**config.mk**
```make
export PLATFORM = sky130hd
export DESIGN_NAME = pipelined_addressed_mux
export DESIGN_NICKNAME = d
export VERILOG_FILES = /design/src/rtl/pipelined_addressed_mux_pkg.sv /design/src/rtl/pipeline_stage_rv.sv /design/src/rtl/pipelined_addressed_mux.sv
export SDC_FILE = /design/constraint.sdc
export NUM_CORES = 1
export LEC_CHECK = 0
export ABC_CLOCK_PERIOD_IN_PS = 2400
export BUFFER_PORTS_ARGS = -buffer_cell sky130_fd_sc_hd__buf_2
export CORE_MARGIN = 5
export CORE_UTILIZATION = 29
export DETAILED_ROUTE_END_ITERATION = 12
export GPL_TIMING_DRIVEN = 0
export SYNTH_ARGS = -nofsm -noshare
export SYNTH_HDL_FRONTEND = slang
export SYNTH_SLANG_ARGS = --single-unit
export TNS_END_PERCENT = 30
```
**constraint.sdc**
```tcl
create_clock -name clock -period 2.4 [get_ports clock]
set_input_delay 0.24 -clock clock [delete_from_list [all_inputs] [get_ports clock]]
set_output_delay 0.24 -clock clock [all_outputs]
set_load 0.005 [all_outputs]
```
**src/rtl/pipelined_addressed_mux_pkg.sv**
```systemverilog
// Shared constants and helpers for the pipelined addressed multiplexer.
package pipelined_addressed_mux_pkg;

  localparam int DEFAULT_WORD_WIDTH  = 32;
  localparam int DEFAULT_ADDR_WIDTH  = 3;
  localparam int DEFAULT_INPUT_COUNT = 8;
  localparam int DEFAULT_PIPE_DEPTH  = 2;

  // True when the address points at an existing input word.
  function automatic logic addr_in_range(input int unsigned addr, input int unsigned count);
    return addr < count;
  endfunction

endpackage

```
**src/rtl/pipeline_stage_rv.sv**
```systemverilog
// One valid/ready register stage; accepts whenever empty or when its
// current contents leave downstream in the same cycle.
module pipeline_stage_rv #(
  parameter int WIDTH = 8
) (
  input  logic             clock,
  input  logic             reset_n,
  input  logic             in_valid,
  output logic             in_ready,
  input  logic [WIDTH-1:0] in_data,
  output logic             out_valid,
  input  logic             out_ready,
  output logic [WIDTH-1:0] out_data
);

  assign in_ready = !out_valid || out_ready;

  // Data only changes on a real load, so idle inputs never disturb held contents.
  always_ff @(posedge clock or negedge reset_n) begin
    if (!reset_n) begin
      out_valid <= 1'b0;
      out_data  <= '0;
    end else if (in_ready) begin
      out_valid <= in_valid;
      if (in_valid) begin
        out_data <= in_data;
      end
    end
  end

endmodule

```
**src/rtl/pipelined_addressed_mux.sv**
```systemverilog
// Addressed word selector followed by a chain of valid/ready register stages.
module pipelined_addressed_mux
  import pipelined_addressed_mux_pkg::*;
#(
  parameter int WORD_WIDTH  = DEFAULT_WORD_WIDTH,
  parameter int ADDR_WIDTH  = DEFAULT_ADDR_WIDTH,
  parameter int INPUT_COUNT = DEFAULT_INPUT_COUNT,
  parameter int PIPE_DEPTH  = DEFAULT_PIPE_DEPTH
) (
  input  logic                              clock,
  input  logic                              reset_n,
  input  logic                              in_valid,
  output logic                              in_ready,
  input  logic [ADDR_WIDTH-1:0]             addr,
  input  logic [WORD_WIDTH*INPUT_COUNT-1:0] data_in,
  output logic                              out_valid,
  input  logic                              out_ready,
  output logic [WORD_WIDTH-1:0]             data_out,
  output logic                              addr_err
);

  logic [WORD_WIDTH-1:0] sel_word;
  logic                  sel_err;

  logic                  stage_valid [PIPE_DEPTH+1];
  logic                  stage_ready [PIPE_DEPTH+1];
  logic [WORD_WIDTH:0]   stage_data  [PIPE_DEPTH+1];

  // Out-of-range addresses match no input word and fall through to zero.
  always_comb begin
    sel_word = '0;
    for (int k = 0; k < INPUT_COUNT; k++) begin
      if (addr == ADDR_WIDTH'(k)) begin
        sel_word = data_in[k*WORD_WIDTH +: WORD_WIDTH];
      end
    end
  end

  assign sel_err = !addr_in_range(32'(addr), INPUT_COUNT);

  assign stage_valid[0]          = in_valid;
  assign stage_data[0]           = {sel_err, sel_word};
  assign in_ready                = stage_ready[0];
  assign stage_ready[PIPE_DEPTH] = out_ready;

  for (genvar i = 0; i < PIPE_DEPTH; i++) begin : g_stage
    pipeline_stage_rv #(
      .WIDTH(WORD_WIDTH + 1)
    ) u_stage (
      .clock    (clock),
      .reset_n  (reset_n),
      .in_valid (stage_valid[i]),
      .in_ready (stage_ready[i]),
      .in_data  (stage_data[i]),
      .out_valid(stage_valid[i+1]),
      .out_ready(stage_ready[i+1]),
      .out_data (stage_data[i+1])
    );
  end

  assign out_valid = stage_valid[PIPE_DEPTH];
  assign data_out  = stage_data[PIPE_DEPTH][WORD_WIDTH-1:0];
  assign addr_err  = stage_data[PIPE_DEPTH][WORD_WIDTH];

endmodule

```
==> metrics <==
status complete, no violations; # setup viols final 0; Post-CTS Hold Buffers 0; post-synthesis register bit count 66; crit-path max FO 10; clock transition at the registers of the reported paths 0.05 ns; min-delay worst type input port to asynchronous set/reset pin; Max VDD drop 0.404 mV; Power Dens Cells 573 mW/mm^2; Starting Density 29.5%; switch share 29.2%; crit path cell chain nand3b_1, and2_1, clkbuf_1, o21ai_0, o21ai_1; DP Area 0.00641 sq mm; n_diodes 0; Worst EP arrival 1.88 ns; port buffer count 295; Logic pwr share 31.3%; post-route DRC violation count 0; CTS Buffer Depth 2; GR peak layer met2; nets 998; Largest delay share family, worst path simple AND/OR/NAND/NOR gates; GR met2 Demand/Resource 30.1%; Max Cap Viol 0; RSZ-0062 raised after global routing no; final cycle utilization of the critical path 68.1%; M1 GR Usage 26.7%; largest net degree at the start of global routing 67; Switching Power 1.11 mW; Root Buffer clkbuf_16; max_slew headroom 43.4%; Final WS setup 0.766 ns; Fin Setup TNS 0 ns; Distinct cells, synth 36; pre-CTS setup slack 0.639 ns; Initial DRC Count 247; skew final 0.00634 ns; Tightest Pin Transition 0.849 ns; Die H 137 um; clk_lat worst skew 0.33 ns; initial antenna violation count 0; final hold vios 0; Total GRT Usage 19.1%; first-pass GRT wire length 26900 um; placer's final routability congestion estimate 0.830; part of the Yosys area used for sequential elements 35.4%; share of cells above drive strength 1 55.3%; clock sink total 66; post_cts resized 0; startpoint types flop; core area 0.0158 sq mm; synth warn 0; Crit. End Element flop; final critical-path required period 1.63 ns; total power 3.82 mW; cts bufs inserted 9; Top-Level Pins 298; Detailed Routing Iterations Pass 1 4; Max stage delay on crit path 0.42 ns; critical path class flop to flop; post-CTS setup buffers 0; Min Hold Slack 0.0164 ns; Syn Area/Cell 10.9 sq um; Syn Inst Count 429; vias in the first global route 4729; gr ovfl total 0; WL final 18600 um; via count 4659; leak pwr 3.23 nW; FF-to-FF setup slack 0.77 ns; P_int 2.70 mW; met3 usage 4.34%; Syn Nets 692; row count 46; H-tree Lvls 3; die area 0.0187 sq mm; Vias/cell 4.88; WP data required 2.65 ns; Avg WL per Cell 19.4 um; FILL cells 1586; Die Wd 137 um; Layout Area Growth over Synthesis 42.9%; Slew Limit Fails 0; hpwl dp 15800 um; crit path max-delay cell type clkbuf_1; clock power share 29.4%; Seq pwr share 39.3%; CTS tree built; Max Clock Freq 0.612 GHz; final instance area 0.00667 sq mm; Mapped Area 0.00466 sq mm; post-route antenna net violation count 0; Crit path buffers/inverters 1
==> path summary, 6_finish.rpt <==
check,cells after the start,endpoint,start
min,1,g_stage[1].u_stage.out_data[4]$_DFFE_PN0P_,reset_n
min reg2reg,2,g_stage[0].u_stage.out_data[11]$_DFFE_PN0P_,g_stage[0].u_stage.out_data[11]$_DFFE_PN0P_
min in group clock,2,g_stage[0].u_stage.out_valid$_DFFE_PN0N_,in_valid
max in group asynchronous,1,g_stage[0].u_stage.out_data[8]$_DFFE_PN0P_,reset_n
max reg2reg,5,g_stage[0].u_stage.out_data[3]$_DFFE_PN0P_,g_stage[1].u_stage.out_valid$_DFFE_PN0P_
max,5,g_stage[0].u_stage.out_data[3]$_DFFE_PN0P_,g_stage[1].u_stage.out_valid$_DFFE_PN0P_
==> synth_stat cells <==
cell       instances  share of area (%)
nand3_1            1               0.11
o2bb2ai_1          6                1.1
a221oi_1           1               0.19
nor2_1            17                1.4
clkbuf_1           9               0.72
and2_1             1               0.13
mux2_2            40                9.7
mux2_1            12                2.9
o22ai_1           10                1.3
conb_1             1              0.080
nor2b_1            5               0.67
and2_0             1               0.13
a221oi_2           5                1.6
nand4b_1           6                1.1
mux2i_1           37                7.9
o22a_1            21                3.9
dfrtp_1           66                 35
o21bai_1          11                1.8
buf_4              3               0.48
buf_6             11                2.7
mux2_4             1               0.32
nand2b_4           1               0.30
or2_2              1               0.13
inv_1              6               0.48
clkbuf_2           1               0.11
a21boi_0           5               0.81
nand2b_1           5               0.67
a21oi_1           16                1.7
o211ai_1           6               0.97
and3_1             1               0.13
mux4_2            21                 10
nand3b_1          12                1.9
o21ai_1           21                2.3
nand2_1           24                1.9
o21ai_0           27                2.9
buf_2             17                1.8
==> registers in the layout, indices dropped and copies added (netlist names) <==
register	cells
g_stage.u_stage.out_data	64
g_stage.u_stage.out_valid	2
==> layer usage <==
layer | share of wire [%] | wire, um
met4 | 1.5 | 270
met1 | 44 | 8240
met5 | 0 | 0
met2 | 48 | 8930
met3 | 6.0 | 1120
==> cell type report <==
class / instances / area [sq um] / area share, %
Sequential cell: 66 / 1650 / 24.8
Inverter: 6 / 22.5 / 0.338
Clock inverter: 4 / 20.0 / 0.300
Clock buffer: 11 / 233 / 3.49
Multi-Input combinational cell: 316 / 2720 / 40.8
Tap cell: 216 / 270 / 4.05
Buffer: 41 / 270 / 4.05
Timing Repair Buffer: 295 / 1480 / 22.2
==> power groups by stage <==
stage | clock [mW] | combinational, mW | sequential [mW]
CTS | 1.15 | 1.21 | 1.50
floorplan | 0 | 0.605 | 1.51
finish | 1.12 | 1.19 | 1.50
global route | 1.20 | 1.31 | 1.54
global placement | 0 | 1.20 | 1.51
detailed placement | 0 | 1.20 | 1.52
==> cells in the final DEF, fill, tap and decap left out, types with 9 or more instances in the layout <==
| cell type | Yosys | final |
|---|---|---|
| mux2_1 | 12 | 12 |
| buf_2 | 17 | 311 |
| nand2_1 | 24 | 24 |
| nand3b_1 | 12 | 12 |
| buf_6 | 11 | 11 |
| dfrtp_1 | 66 | 66 |
| o21ai_1 | 21 | 21 |
| a21oi_1 | 16 | 16 |
| mux4_2 | 21 | 21 |
| nor2_1 | 17 | 17 |
| mux2_2 | 40 | 40 |
| o21ai_0 | 27 | 27 |
| clkbuf_16 | 0 | 9 |
| mux2i_1 | 37 | 37 |
| o21bai_1 | 11 | 11 |
| o22ai_1 | 10 | 10 |
| o22a_1 | 21 | 21 |
| clkbuf_1 | 9 | 11 |
==> per-stage QoR <==
step	utilization, %	std cells
2_1_floorplan	-	429
3_3_place_gp	40.5	940
3_5_place_dp	40.5	940
4_1_cts	42.1	955
5_1_grt	42.1	955
6_report	42.1	955
==> logic make-up after synthesis <==
kind of cell / after synthesis / share of synthesized area [%]
AOI/OAI and AO/OA: 129 / 18.6
muxes: 111 / 31.0
and+or+nand+nor: 75 / 8.64
DFF: 66 / 35.4
buffers and inverters: 47 / 6.28
other: 1 / 0.0804
(Power assumes the default switching activity.)
